File: src/rtl/hp_vpu_pkg.sv
// Shared VPU pipeline types: instruction pipe classes, stall causes and default latencies.
package hp_vpu_pkg;

    localparam int DEF_NVREG   = 32;
    localparam int DEF_LAT_ALU = 2;
    localparam int DEF_LAT_MUL = 3;
    localparam int DEF_LAT_MAC = 4;

    typedef enum logic [1:0] {
        PIPE_ALU = 2'd0,
        PIPE_MUL = 2'd1,
        PIPE_MAC = 2'd2
    } pipe_class_e;

    typedef enum logic [1:0] {
        STALL_NONE = 2'd0,
        STALL_RAW  = 2'd1,
        STALL_WAW  = 2'd2,
        STALL_WBP  = 2'd3
    } stall_cause_e;

endpackage

File: src/rtl/hp_vpu_sb_cnt.sv
// Per-register countdown: cycles remaining until the pending VRF write lands (0 = clean).
module hp_vpu_sb_cnt #(
    parameter int CNT_W = 3
) (
    input  logic             clk,
    input  logic             rst_n,
    input  logic             clr,
    input  logic             load,
    input  logic [CNT_W-1:0] load_val,
    output logic [CNT_W-1:0] value,
    output logic             zero
);

    logic [CNT_W-1:0] value_reg;

    always_ff @(posedge clk) begin
        if (!rst_n || clr) begin
            value_reg <= '0;
        end else if (load) begin
            value_reg <= load_val;
        end else if (value_reg != '0) begin
            value_reg <= value_reg - 1'b1;
        end
    end

    assign value = value_reg;
    assign zero  = (value_reg == '0);

endmodule

File: src/rtl/hp_vpu_hazard_scoreboard.sv
// Issue-stage scoreboard: RAW/WAW tracking per vector register, VRF write-port
// reservation, DMA gating and stall accounting.
module hp_vpu_hazard_scoreboard
    import hp_vpu_pkg::*;
#(
    parameter int NVREG   = DEF_NVREG,
    parameter int LAT_ALU = DEF_LAT_ALU,
    parameter int LAT_MUL = DEF_LAT_MUL,
    parameter int LAT_MAC = DEF_LAT_MAC,
    parameter int CNT_W   = $clog2(LAT_MAC + 1)
) (
    input  logic        clk,
    input  logic        rst_n,
    input  logic        iss_valid_i,
    output logic        iss_ready_o,
    input  logic [1:0]  iss_class_i,
    input  logic [4:0]  iss_vd_i,
    input  logic [4:0]  iss_vs1_i,
    input  logic [4:0]  iss_vs2_i,
    input  logic        iss_use_vs1_i,
    input  logic        iss_use_vs2_i,
    input  logic        iss_vd_rd_i,
    input  logic        iss_vd_we_i,
    input  logic        flush_i,
    input  logic        dma_req_i,
    input  logic        dma_we_i,
    input  logic [4:0]  dma_addr_i,
    output logic        dma_gnt_o,
    output logic        wb_now_o,
    output logic [1:0]  stall_cause_o,
    output logic        busy_o,
    output logic [31:0] stall_cnt_o
);

    logic [CNT_W-1:0] cnt_val [NVREG];
    logic [NVREG-1:0] cnt_zero;
    logic [NVREG-1:0] cnt_load;
    logic [NVREG-1:0] cnt_busy;

    logic [LAT_MAC:0] res_reg;
    logic [LAT_MAC:0] res_next;
    logic [31:0]      stall_cnt_reg;

    logic [CNT_W-1:0] lat_sel;
    logic [CNT_W-1:0] lat_m1;
    logic             raw, waw, wbp;
    logic             accept_we;
    stall_cause_e     cause;

    // Illegal class 3 falls through to the MAC latency.
    always_comb begin
        lat_sel = CNT_W'(LAT_MAC);
        case (iss_class_i)
            PIPE_ALU: lat_sel = CNT_W'(LAT_ALU);
            PIPE_MUL: lat_sel = CNT_W'(LAT_MUL);
            default:  ;
        endcase
    end
    assign lat_m1 = lat_sel - 1'b1;

    assign raw = (iss_use_vs1_i & ~cnt_zero[iss_vs1_i])
               | (iss_use_vs2_i & ~cnt_zero[iss_vs2_i])
               | (iss_vd_rd_i   & ~cnt_zero[iss_vd_i]);
    assign waw = iss_vd_we_i & ~cnt_zero[iss_vd_i];
    // A write issued now lands lat_sel cycles out; that slot must be free.
    assign wbp = iss_vd_we_i & res_reg[lat_sel];

    assign iss_ready_o = ~(raw | waw | wbp) & ~flush_i;
    assign accept_we   = iss_valid_i & iss_ready_o & iss_vd_we_i;

    always_comb begin
        cause = STALL_NONE;
        if (iss_valid_i) begin
            if (raw)      cause = STALL_RAW;
            else if (waw) cause = STALL_WAW;
            else if (wbp) cause = STALL_WBP;
        end
    end
    assign stall_cause_o = cause;

    genvar gi;
    generate
        for (gi = 0; gi < NVREG; gi++) begin : g_cnt
            assign cnt_load[gi] = accept_we & (iss_vd_i == 5'(gi));
            assign cnt_busy[gi] = |cnt_val[gi];

            hp_vpu_sb_cnt #(
                .CNT_W (CNT_W)
            ) u_cnt (
                .clk      (clk),
                .rst_n    (rst_n),
                .clr      (flush_i),
                .load     (cnt_load[gi]),
                .load_val (lat_sel),
                .value    (cnt_val[gi]),
                .zero     (cnt_zero[gi])
            );
        end
    endgenerate

    always_comb begin
        res_next = res_reg >> 1;
        if (accept_we) res_next[lat_m1] = 1'b1;
    end

    always_ff @(posedge clk) begin
        if (!rst_n || flush_i) begin
            res_reg <= '0;
        end else begin
            res_reg <= res_next;
        end
    end

    always_ff @(posedge clk) begin
        if (!rst_n) begin
            stall_cnt_reg <= '0;
        end else if (iss_valid_i && !iss_ready_o && (stall_cnt_reg != 32'hFFFF_FFFF)) begin
            stall_cnt_reg <= stall_cnt_reg + 32'd1;
        end
    end

    assign wb_now_o    = res_reg[0];
    assign busy_o      = |cnt_busy;
    assign stall_cnt_o = stall_cnt_reg;
    // DMA writes yield to a pipeline write landing this cycle.
    assign dma_gnt_o   = dma_req_i & cnt_zero[dma_addr_i] & ~(dma_we_i & res_reg[0]);

endmodule

File: config.mk
export PLATFORM = sky130hd
export DESIGN_NAME = hp_vpu_hazard_scoreboard
export DESIGN_NICKNAME = d
export VERILOG_FILES = /design/src/rtl/hp_vpu_pkg.sv /design/src/rtl/hp_vpu_sb_cnt.sv /design/src/rtl/hp_vpu_hazard_scoreboard.sv
export SDC_FILE = /design/constraint.sdc
export NUM_CORES = 1
export LEC_CHECK = 0
export ABC_AREA = 1
export CAP_MARGIN = 20
export CORE_UTILIZATION = 55
export CTS_CLUSTER_DIAMETER = 50
export DETAILED_ROUTE_END_ITERATION = 6
export PLACE_DENSITY_LB_ADDON = 0.08
export SLEW_MARGIN = 20
export SYNTH_ARGS = -nofsm -noshare
export SYNTH_HDL_FRONTEND = slang
export SYNTH_SLANG_ARGS = --single-unit
File: constraint.sdc
create_clock -name clk -period 3.3 [get_ports clk]
set_input_delay 0.66 -clock clk [delete_from_list [all_inputs] [get_ports clk]]
set_output_delay 0.66 -clock clk [all_outputs]
set_load 0.005 [all_outputs]
* Word-level counts from Yosys, hierarchy flattened
Cells that the tools add are included.
** Storage, ports and cells
- Flip-flop bits (word level) :: 133
- Input port bits :: 32
- Output and inout bits :: 38
- Word-level logic and storage cells :: 352
** Operators by class
- Add/subtract/negate cells :: 34
- Order comparisons :: 7
- Eq/ne operators :: 33
- Muxes and demuxes :: 82
- Bitwise gates (word level) :: 55
- Reduce and logical (&&, ||, !) cells :: 106
** Operators by type and width (count)
- 3-bit 2-to-1 mux :: 64
- 3-bit by 1-bit subtractor with 3-bit output (second input constant) :: 33
- 3-bit zero test :: 32
- 3-bit nonzero test :: 32
- 96-bit OR reduction :: 1
- 5-bit == test (second input constant) :: 16
- 2-bit nonzero test :: 32
- 1-bit bitwise AND :: 43
- 5-bit by 4-bit == test with 1-bit output (second input constant) :: 8
- 32-bit by 1-bit adder with 32-bit output (second input constant) :: 1
- 32-bit != test (second input constant) :: 1
- 5-bit by 6-bit < comparator with 1-bit output (second input constant) :: 4
- 1-bit binary-select mux with 5-bit select :: 4
- 5-bit by 3-bit == test with 1-bit output (second input constant) :: 4
- 5-bit by 2-bit == test with 1-bit output (second input constant) :: 2
- 3-bit by 4-bit < comparator with 1-bit output (second input constant) :: 2
- 2-bit 2-to-1 mux :: 4
- 1-bit NOT :: 7
- 1-bit 2-to-1 mux :: 6
- 3-bit case mux with 2 select lines :: 1
- 5-bit by 1-bit == test with 1-bit output (second input constant) :: 1
- 5-bit zero test :: 1
- 4-bit by 5-bit bitwise OR with 5-bit output :: 1
- 4-bit 2-to-1 mux :: 1
- other kinds (10) :: 16

* Depth between registers and ports, before layout
Gate-level depths: netlist of run 1.
- Depth in word-level cells :: 15
- Gate-level depth with buffers :: 21
- Gate-level depth less buffers :: 20

* Modules after synthesis
Synthesis of run 1 repeated with hierarchy kept, for this count alone.
** Unflattened totals
- Cells, all modules :: 1738
- Area, all modules :: 10802.9 sq um
** By module, submodules not included
- hp_vpu_sb_cnt :: instances 32, cells each 31, area an instance 210.2 sq um, sequential area each 60.1 sq um
- hp_vpu_hazard_scoreboard :: instances 1, cells each 746, area an instance 4076.4 sq um, sequential area each 740.7 sq um

* Least setup slack after synthesis of run 1
Ideal clock, no wire load.
- Kind :: input port to output port
- From :: input port iss_vs2_i[0]
- To :: output port iss_ready_o
- Arrival :: 2.102 ns
- Required time :: 2.640 ns
- Slack :: 0.538 ns
- Stages :: 14
- Buffers on the path :: 4
- Cell sequence :: buf_2 inv_1 buf_2 a21oi_1 nand2_1 nand3_1 nand2_1 nand2_1 nand3_1 nand3_1 nand3_2 nor2_2 buf_6 buf_8
** Between the ends
- Cells in the longest elaborated chain, start to end :: 10
** RTL lines
- start: declaration :: line hp_vpu_hazard_scoreboard.sv:19 : input logic [4:0] iss_vs2_i,
- 1-bit binary-select mux with 5-bit select :: line hp_vpu_hazard_scoreboard.sv:62 : | (iss_use_vs2_i & ~cnt_zero[iss_vs2_i])
- 1-bit 2-to-1 mux (not written as such) :: line hp_vpu_hazard_scoreboard.sv:62
- 1-bit NOT :: line hp_vpu_hazard_scoreboard.sv:62
- 1-bit bitwise AND :: line hp_vpu_hazard_scoreboard.sv:62
- 1-bit bitwise OR :: line hp_vpu_hazard_scoreboard.sv:62
- 1-bit bitwise OR :: line hp_vpu_hazard_scoreboard.sv:63 : | (iss_vd_rd_i & ~cnt_zero[iss_vd_i]);
- 1-bit bitwise OR (2 in a row) :: line hp_vpu_hazard_scoreboard.sv:68 : assign iss_ready_o = ~(raw | waw | wbp) & ~flush_i;
- 1-bit NOT :: line hp_vpu_hazard_scoreboard.sv:68
- 1-bit bitwise AND :: line hp_vpu_hazard_scoreboard.sv:68
- end: declaration :: line hp_vpu_hazard_scoreboard.sv:15 : output logic iss_ready_o,
Every way passes these cells. The select of a mux whose other input is x is not followed.

* Worst setup path in the final report of run 1
- From :: input port iss_vs1_i[0]
- To :: output port stall_cause_o[0]
** Between the ends
- Cells in the longest elaborated chain, start to end :: 8
** RTL lines
- start: declaration :: line hp_vpu_hazard_scoreboard.sv:18 : input logic [4:0] iss_vs1_i,
- 1-bit binary-select mux with 5-bit select :: line hp_vpu_hazard_scoreboard.sv:61 : assign raw = (iss_use_vs1_i & ~cnt_zero[iss_vs1_i])
- 1-bit 2-to-1 mux (not written as such) :: line hp_vpu_hazard_scoreboard.sv:61
- 1-bit NOT :: line hp_vpu_hazard_scoreboard.sv:61
- 1-bit bitwise AND :: line hp_vpu_hazard_scoreboard.sv:61
- 1-bit bitwise OR :: line hp_vpu_hazard_scoreboard.sv:62
- 1-bit bitwise OR :: line hp_vpu_hazard_scoreboard.sv:63
- 2-bit 2-to-1 mux :: line hp_vpu_hazard_scoreboard.sv:74 : if (raw) cause = STALL_RAW;
- 2-bit 2-to-1 mux :: line hp_vpu_hazard_scoreboard.sv:73 : if (iss_valid_i) begin
- end: declaration :: line hp_vpu_hazard_scoreboard.sv:30 : output logic [1:0] stall_cause_o,
Every way passes these cells. The select of a mux whose other input is x is not followed.

==> impl_metrics.toml, run 1 <==
[pwr]
cellPowerDensity_mw_per_mm2 = 412
p_leak_nw = 4.95
ir_drop_v = 0.000423

[drt]
via_per_inst = 5.54
wl_um = 30300
drc_errors = 0
drt-initial-drc-count = 958
route.detailed.wl_per_inst_um = 16.1
antenna_left = 0
via_count = 10400
drtPass1Iterations = 5

[sta]
final.setup_skew_ns = 0.0103
hold_slack_ns = 0.419
timing.slew.headroom = 0.639
setup_violations = 0
rsz0062_at_grt = "false"
finalMaxSlewViolations = 0
worst_pin_slew_ns = 0.537
clock.fmax_mhz = 312
period_needed_ns = 3.21
hold_viol = 0
min_period_over_period = 0.972

[grt]
antenna_found_initial = 0
use_met2 = 0.556
busiest_layer = "met2"
grt_max_degree = 49
grt_pass1_wl_um = 48200
grt_use_met3 = 0.0691
use_met1 = 0.453
gr-total-overflow = 0
grt_use_total = 0.343
grt_pass1_vias = 9209

[die]
initial_core_util = 0.562
num_io_pins = 70
die_area_mm2 = 0.0182
die_w_um = 135
rows = 48
die_y_um = 135
coreArea_mm2 = 0.0173

[worst_setup_path]
r2r-start = "g_cnt[0].u_cnt.value[0]"
critPathLaunchType = "primary input"
cpMaxStageDelayCell = "dlygate4sd2_1"
critPathKind = "in2out"
ff2ff_path_depth = 21
worst-path-buf-inv = 3
cp_max_fo = 8
critPathMaxStageDelay_ns = 0.37
crit_chain = "dlygate4sd2_1 -> clkinvlp_4 -> nand2_1 -> nand3_1 -> nand3_1 -> nand2_1 -> nand2_1 -> nand3b_1 -> nand3_1 -> nand3_4 -> o21a_1 -> dlygate4sd2_1"
cp.required_ns = 2.64
cp_top_family = "buffers and inverters"
reg2reg_slack_ns = 0.38
cp-end-kind = "output port"
r2r-end = "stall_cnt_o[6]"
crit_arrival_ns = 2.55

[clock_tree]
h-tree-depth = 4
clk_pin_slew_ns = 0.06
worstSkewPairLatency_ns = 0.43
cts_hold_buf = 0
cts_tree = "built"
cts_root_buf = "clkbuf_16"
clockBufferDepth = 2
clkSinkCount = 133
cts-buffers-inserted = 17

[synth]
netlist_instances = 1501
ys_warn_count = 0
synth_area_per_cell_um2 = 6.47
ys_ff_latch = 133
yosysSeqAreaShare = 0.274
synth_cell_types = 40
synth_area_mm2 = 0.00971
synth-edff-count = 0
async_flop_share = 0
synth-main-ff-cell = "dfxtp_1"
synth_nets = 1598

[cells_and_area]
n_antenna_cell = 0
finish.utilization = 0.693
nNetsFinal = 1738
largest_reg_flops = 96
syn2layout_area_growth_pct = 23.4
drive_gt1_frac = 0.126

[place]
port_buffers = 69
dp_hpwl_um = 22600
gp_congestion = 0.975

[min_path]
min_from = "res_reg[1]"
hold_class = "reg2reg"
min_to = "res_reg[0]"
holdPathStages = 2

[status]
status = "finished clean"

[flow_run]
drv_cap = 0
[synthesized netlist by cell type (5+ instances only)]
cell | count | area (µm²)
a21oi_1 | 100 | 500
a211oi_1 | 26 | 195
inv_1 | 199 | 747
or2_2 | 7 | 43.8
nand3_1 | 141 | 706
nor2_1 | 140 | 526
nand2_1 | 390 | 1460
xor2_1 | 58 | 508
buf_2 | 12 | 60.1
nand4_1 | 23 | 144
dfxtp_1 | 133 | 2660
nor4_1 | 14 | 87.6
nor2_2 | 8 | 50.1
nor3_1 | 22 | 110
nor2_4 | 6 | 67.6
xnor2_1 | 7 | 61.3
clkbuf_1 | 24 | 90.1
ha_1 | 65 | 813
o21ai_2 | 5 | 43.8
o221ai_1 | 6 | 52.6
o21ai_0 | 71 | 355
nand3_4 | 9 | 158
[how the worst max path moves through the flow]
stage                            start               end  slack (ns)  cells after the start
2_1_floorplan             iss_vs2_i[0]       iss_ready_o        0.54                     14
3_3_place_gp               iss_vd_i[0]       iss_ready_o       -0.37                     14
3_5_place_dp               iss_vd_i[0]       iss_ready_o       -0.39                     14
4_1_cts                    iss_vd_i[1]  stall_cause_o[0]       0.005                     12
5_1_grt        g_cnt[0].u_cnt.value[0]  stall_cause_o[0]       0.004                     14
6_report                  iss_vs1_i[0]  stall_cause_o[0]        0.09                     12
[power breakdown]
part,internal [mW],switching [mW]
logic,0.517,0.856
registers,1.68,0.0425
clock network,1.08,0.773
[layout make-up]
class / count / area, µm²
sequential: 133 / 2660
timing repair buffer: 164 / 1500
tap: 225 / 282
fill: 1513 / 5310
inverter: 204 / 776
clock buffer: 21 / 460
clock inverter: 11 / 100
timing repair inverter: 2 / 15.0
multi-input combinational: 1119 / 6190
[stage by stage]
stage | instances | setup WS, ns | instance area (µm²) | power [mW] | setup TNS [ns]
after floorplan | 1501 | 0.538 | 9710 | 2.55 | 0
after global placement | 1843 | -0.367 | 11300 | 3.03 | -17.28
after global routing | 1879 | 0.00368 | 12000 | 5.18 | 0
after CTS | 1879 | 0.00540 | 11900 | 4.92 | 0
after detailed placement | 1843 | -0.391 | 11300 | 3.05 | -22.02
final | 1879 | 0.0909 | 12000 | 4.94 | 0
[worst reg2reg max path, delay by kind of cell, from the launching register on]
| kind | cells | cell delay (ns) |
|---|---|---|
| AND/OR/NAND/NOR | 13 | 1.32 |
| flip-flops | 1 | 0.30 |
| adder cells (fa/ha/maj) | 1 | 0.19 |
| buffers and inverters | 5 | 0.76 |
| AO/OA/AOI/OAI | 2 | 0.24 |
[logic make-up after synthesis]
group                    synth area share
AO/OA/AOI/OAI                       0.126
XOR/XNOR                           0.0586
adder cells (fa/ha/maj)            0.0837
buffers and inverters               0.103
flip-flops                          0.274
other                            0.000386
AND/OR/NAND/NOR                     0.354
[layer usage]
layer	vias to the layer above	routed length (µm)
li1	5139	-
met3	65	2590
met2	429	13700
met5	-	0
met4	0	889
met1	4771	13000
[repair_timing]
item	CTS	global route
setup buffers	3	0
pin swaps	6	14
setup endpoints to repair	5	8
cloned	1	1
resized for setup	31	42
[cells in the final DEF, fill, tap and decap left out, types with 7 or more instances in the layout]
cell,Yosys,layout
buf_4,3,86
inv_2,4,8
dfxtp_1,133,133
o21ai_1,4,11
clkbuf_16,0,17
o21ai_0,71,64
xor2_1,58,58
nand3_1,141,139
nor3_1,22,21
nand2_2,1,12
inv_1,199,192
nor4_1,14,13
nand3_4,9,10
xnor2_1,7,7
or2_2,7,7
buf_12,1,8
nand4_1,23,23
clkdlybuf4s50_1,0,58
a21oi_1,100,99
nor2_4,6,11
nor2_1,140,134
nor2_2,8,9
ha_1,65,65
nand2_1,390,375
a211oi_1,26,26
Note: power is estimated with default switching activity, not from simulation.
==> run 2, diff against run 1 <==
CORE_MARGIN = 2   (was default)
==> impl_metrics.toml, run 2 (synthesis results as in run 1) <==
[die]
num_io_pins = 70
die_y_um = 137
rows = 48
die_w_um = 137
die_area_mm2 = 0.0187
coreArea_mm2 = 0.0173
initial_core_util = 0.562

[min_path]
min_from = "res_reg[1]"
holdPathStages = 2
hold_class = "reg2reg"
min_to = "res_reg[0]"

[pwr]
total_power_mw = 5.26
cellPowerDensity_mw_per_mm2 = 433
ir_drop_v = 0.000523
p_leak_nw = 5.06

[sta]
hold_slack_ns = 0.430
timing.slew.headroom = 0.629
worst_pin_slew_ns = 0.552
final.setup_skew_ns = 0.0108
rsz0062_at_grt = "false"
hold_viol = 0
min_period_over_period = 0.948
period_needed_ns = 3.13
setup_violations = 0
setup_slack_ns = 0.172
clock.fmax_mhz = 320
finalMaxSlewViolations = 0
setup_tns_ns = 0

[cells_and_area]
drive_gt1_frac = 0.146
largest_reg_flops = 96
final_cell_mix = "nand2_1, inv_1, nand3_1"
nNetsFinal = 1752
layout_commonest_cell = "nand2_1"
finalNonFillerCells = 1894
finish.utilization = 0.704
syn2layout_area_growth_pct = 25.3
finish.instance_area_mm2 = 0.0122

[worst_setup_path]
critPathLaunchType = "flip-flop"
critPathMaxStageDelay_ns = 0.47
cpMaxStageDelayCell = "clkdlybuf4s50_1"
crit_chain = "inv_1 -> ha_1 -> nand2_1 -> inv_1 -> nand4_1 -> nor4_4 -> nand3_1 -> clkdlybuf4s50_1"
cp_top_family = "simple AND/OR/NAND/NOR gates"
cp-end-kind = "output port"
cp_max_fo = 6
critPathKind = "reg2out"
crit_arrival_ns = 2.47
worst-path-buf-inv = 3
r2r-end = "g_cnt[25].u_cnt.value[2]"
crit_top_cell = "inv_1"
ff2ff_path_depth = 22
r2r-start = "g_cnt[27].u_cnt.value[0]"
reg2reg_slack_ns = 0.38
cp.required_ns = 2.64

[drt]
drt-initial-drc-count = 766
route.detailed.wl_per_inst_um = 16.5
antenna_left = 0
via_count = 10500
via_per_inst = 5.55
drtPass1Iterations = 6
drc_errors = 0
wl_um = 31300

[grt]
gr-total-overflow = 0
antenna_found_initial = 0
grt_max_degree = 84
grt_use_total = 0.342
grt_pass1_wl_um = 49800
grt_pass1_vias = 9819

[place]
dpl-instance-area_mm2 = 0.0113
dp.cells = 1854
port_buffers = 69
dp_hpwl_um = 22500
gp_congestion = 0.937
place_ws_ns = -0.374

[clock_tree]
clockBufferDepth = 2
h-tree-depth = 4
clk_pin_slew_ns = 0.06
clkSinkCount = 133
worstSkewPairLatency_ns = 0.43
cts_hold_buf = 0
cts_root_buf = "clkbuf_16"
cts_tree = "built"
cts-buffers-inserted = 17

[status]
status = "finished clean"

[flow_run]
drv_cap = 0
[run 2: cell count changes in the layout (fill, tap and decap cells not counted), sizes merged]
cell / delta
dlygate4sd2: -1
clkinvlp: -1
clkdlybuf4s15: +2
clkdlybuf4s50: -1
clkinv: -2
bufinv: +3
diode: +1
clkbuf: +1
inv: -1
buf: +14
[run 2: how the worst max path moves through the flow]
stage	depth (start not counted)	to	startpoint	slack (ns)
6_report	8	busy_o	g_cnt[18].u_cnt.value[0]	0.17
5_1_grt	9	busy_o	g_cnt[16].u_cnt.value[0]	0.03
4_1_cts	15	iss_ready_o	iss_vd_i[3]	-0.04
3_5_place_dp	16	stall_cause_o[1]	iss_vd_i[1]	-0.37
3_3_place_gp	14	iss_ready_o	iss_vd_i[1]	-0.36
2_1_floorplan	14	iss_ready_o	iss_vs2_i[0]	0.54
[run 2: where the power goes]
| group | switching, mW | total, mW | internal [mW] | leakage, nW |
|---|---|---|---|---|
| registers | 0.0448 | 1.72 | 1.68 | 1.08 |
| logic | 0.876 | 1.41 | 0.539 | 3.66 |
| clock network | 0.774 | 2.13 | 1.35 | 0.317 |
[run 2: timing repair]
action | in CTS | in global routing
setup endpoints to repair | 5 | 5
buffers inserted | 2 | 3
pin swaps | 4 | 6
gates cloned | 2 | 0
resized for setup | 55 | 34
[run 2: worst register-to-register path, delay by kind of cell, from the launching register on]
kind | cells | cell delay (ns)
AND/OR/NAND/NOR | 16 | 1.54
buffers and inverters | 5 | 0.75
adder cells (fa/ha/maj) | 1 | 0.21
flip-flops | 1 | 0.30
[run 2: cell type report]
type	instances	area, µm²
Multi-Input combinational cell	1119	6190
Tap cell	225	282
Antenna cell	1	2.50
Timing Repair inverter	2	15.0
Sequential cell	133	2670
Clock inverter	10	168
Inverter	204	776
Clock buffer	22	484
Fill cell	1532	5130
Timing Repair Buffer	178	1580
[run 2: metal layers]
layer | part of all wire | track usage | wire length, µm
met5 | 0 | 0 | 0
met2 | 0.45 | 0.555 | 14200
met1 | 0.43 | 0.436 | 13400
met3 | 0.084 | 0.0844 | 2640
met4 | 0.034 | 0.135 | 1050
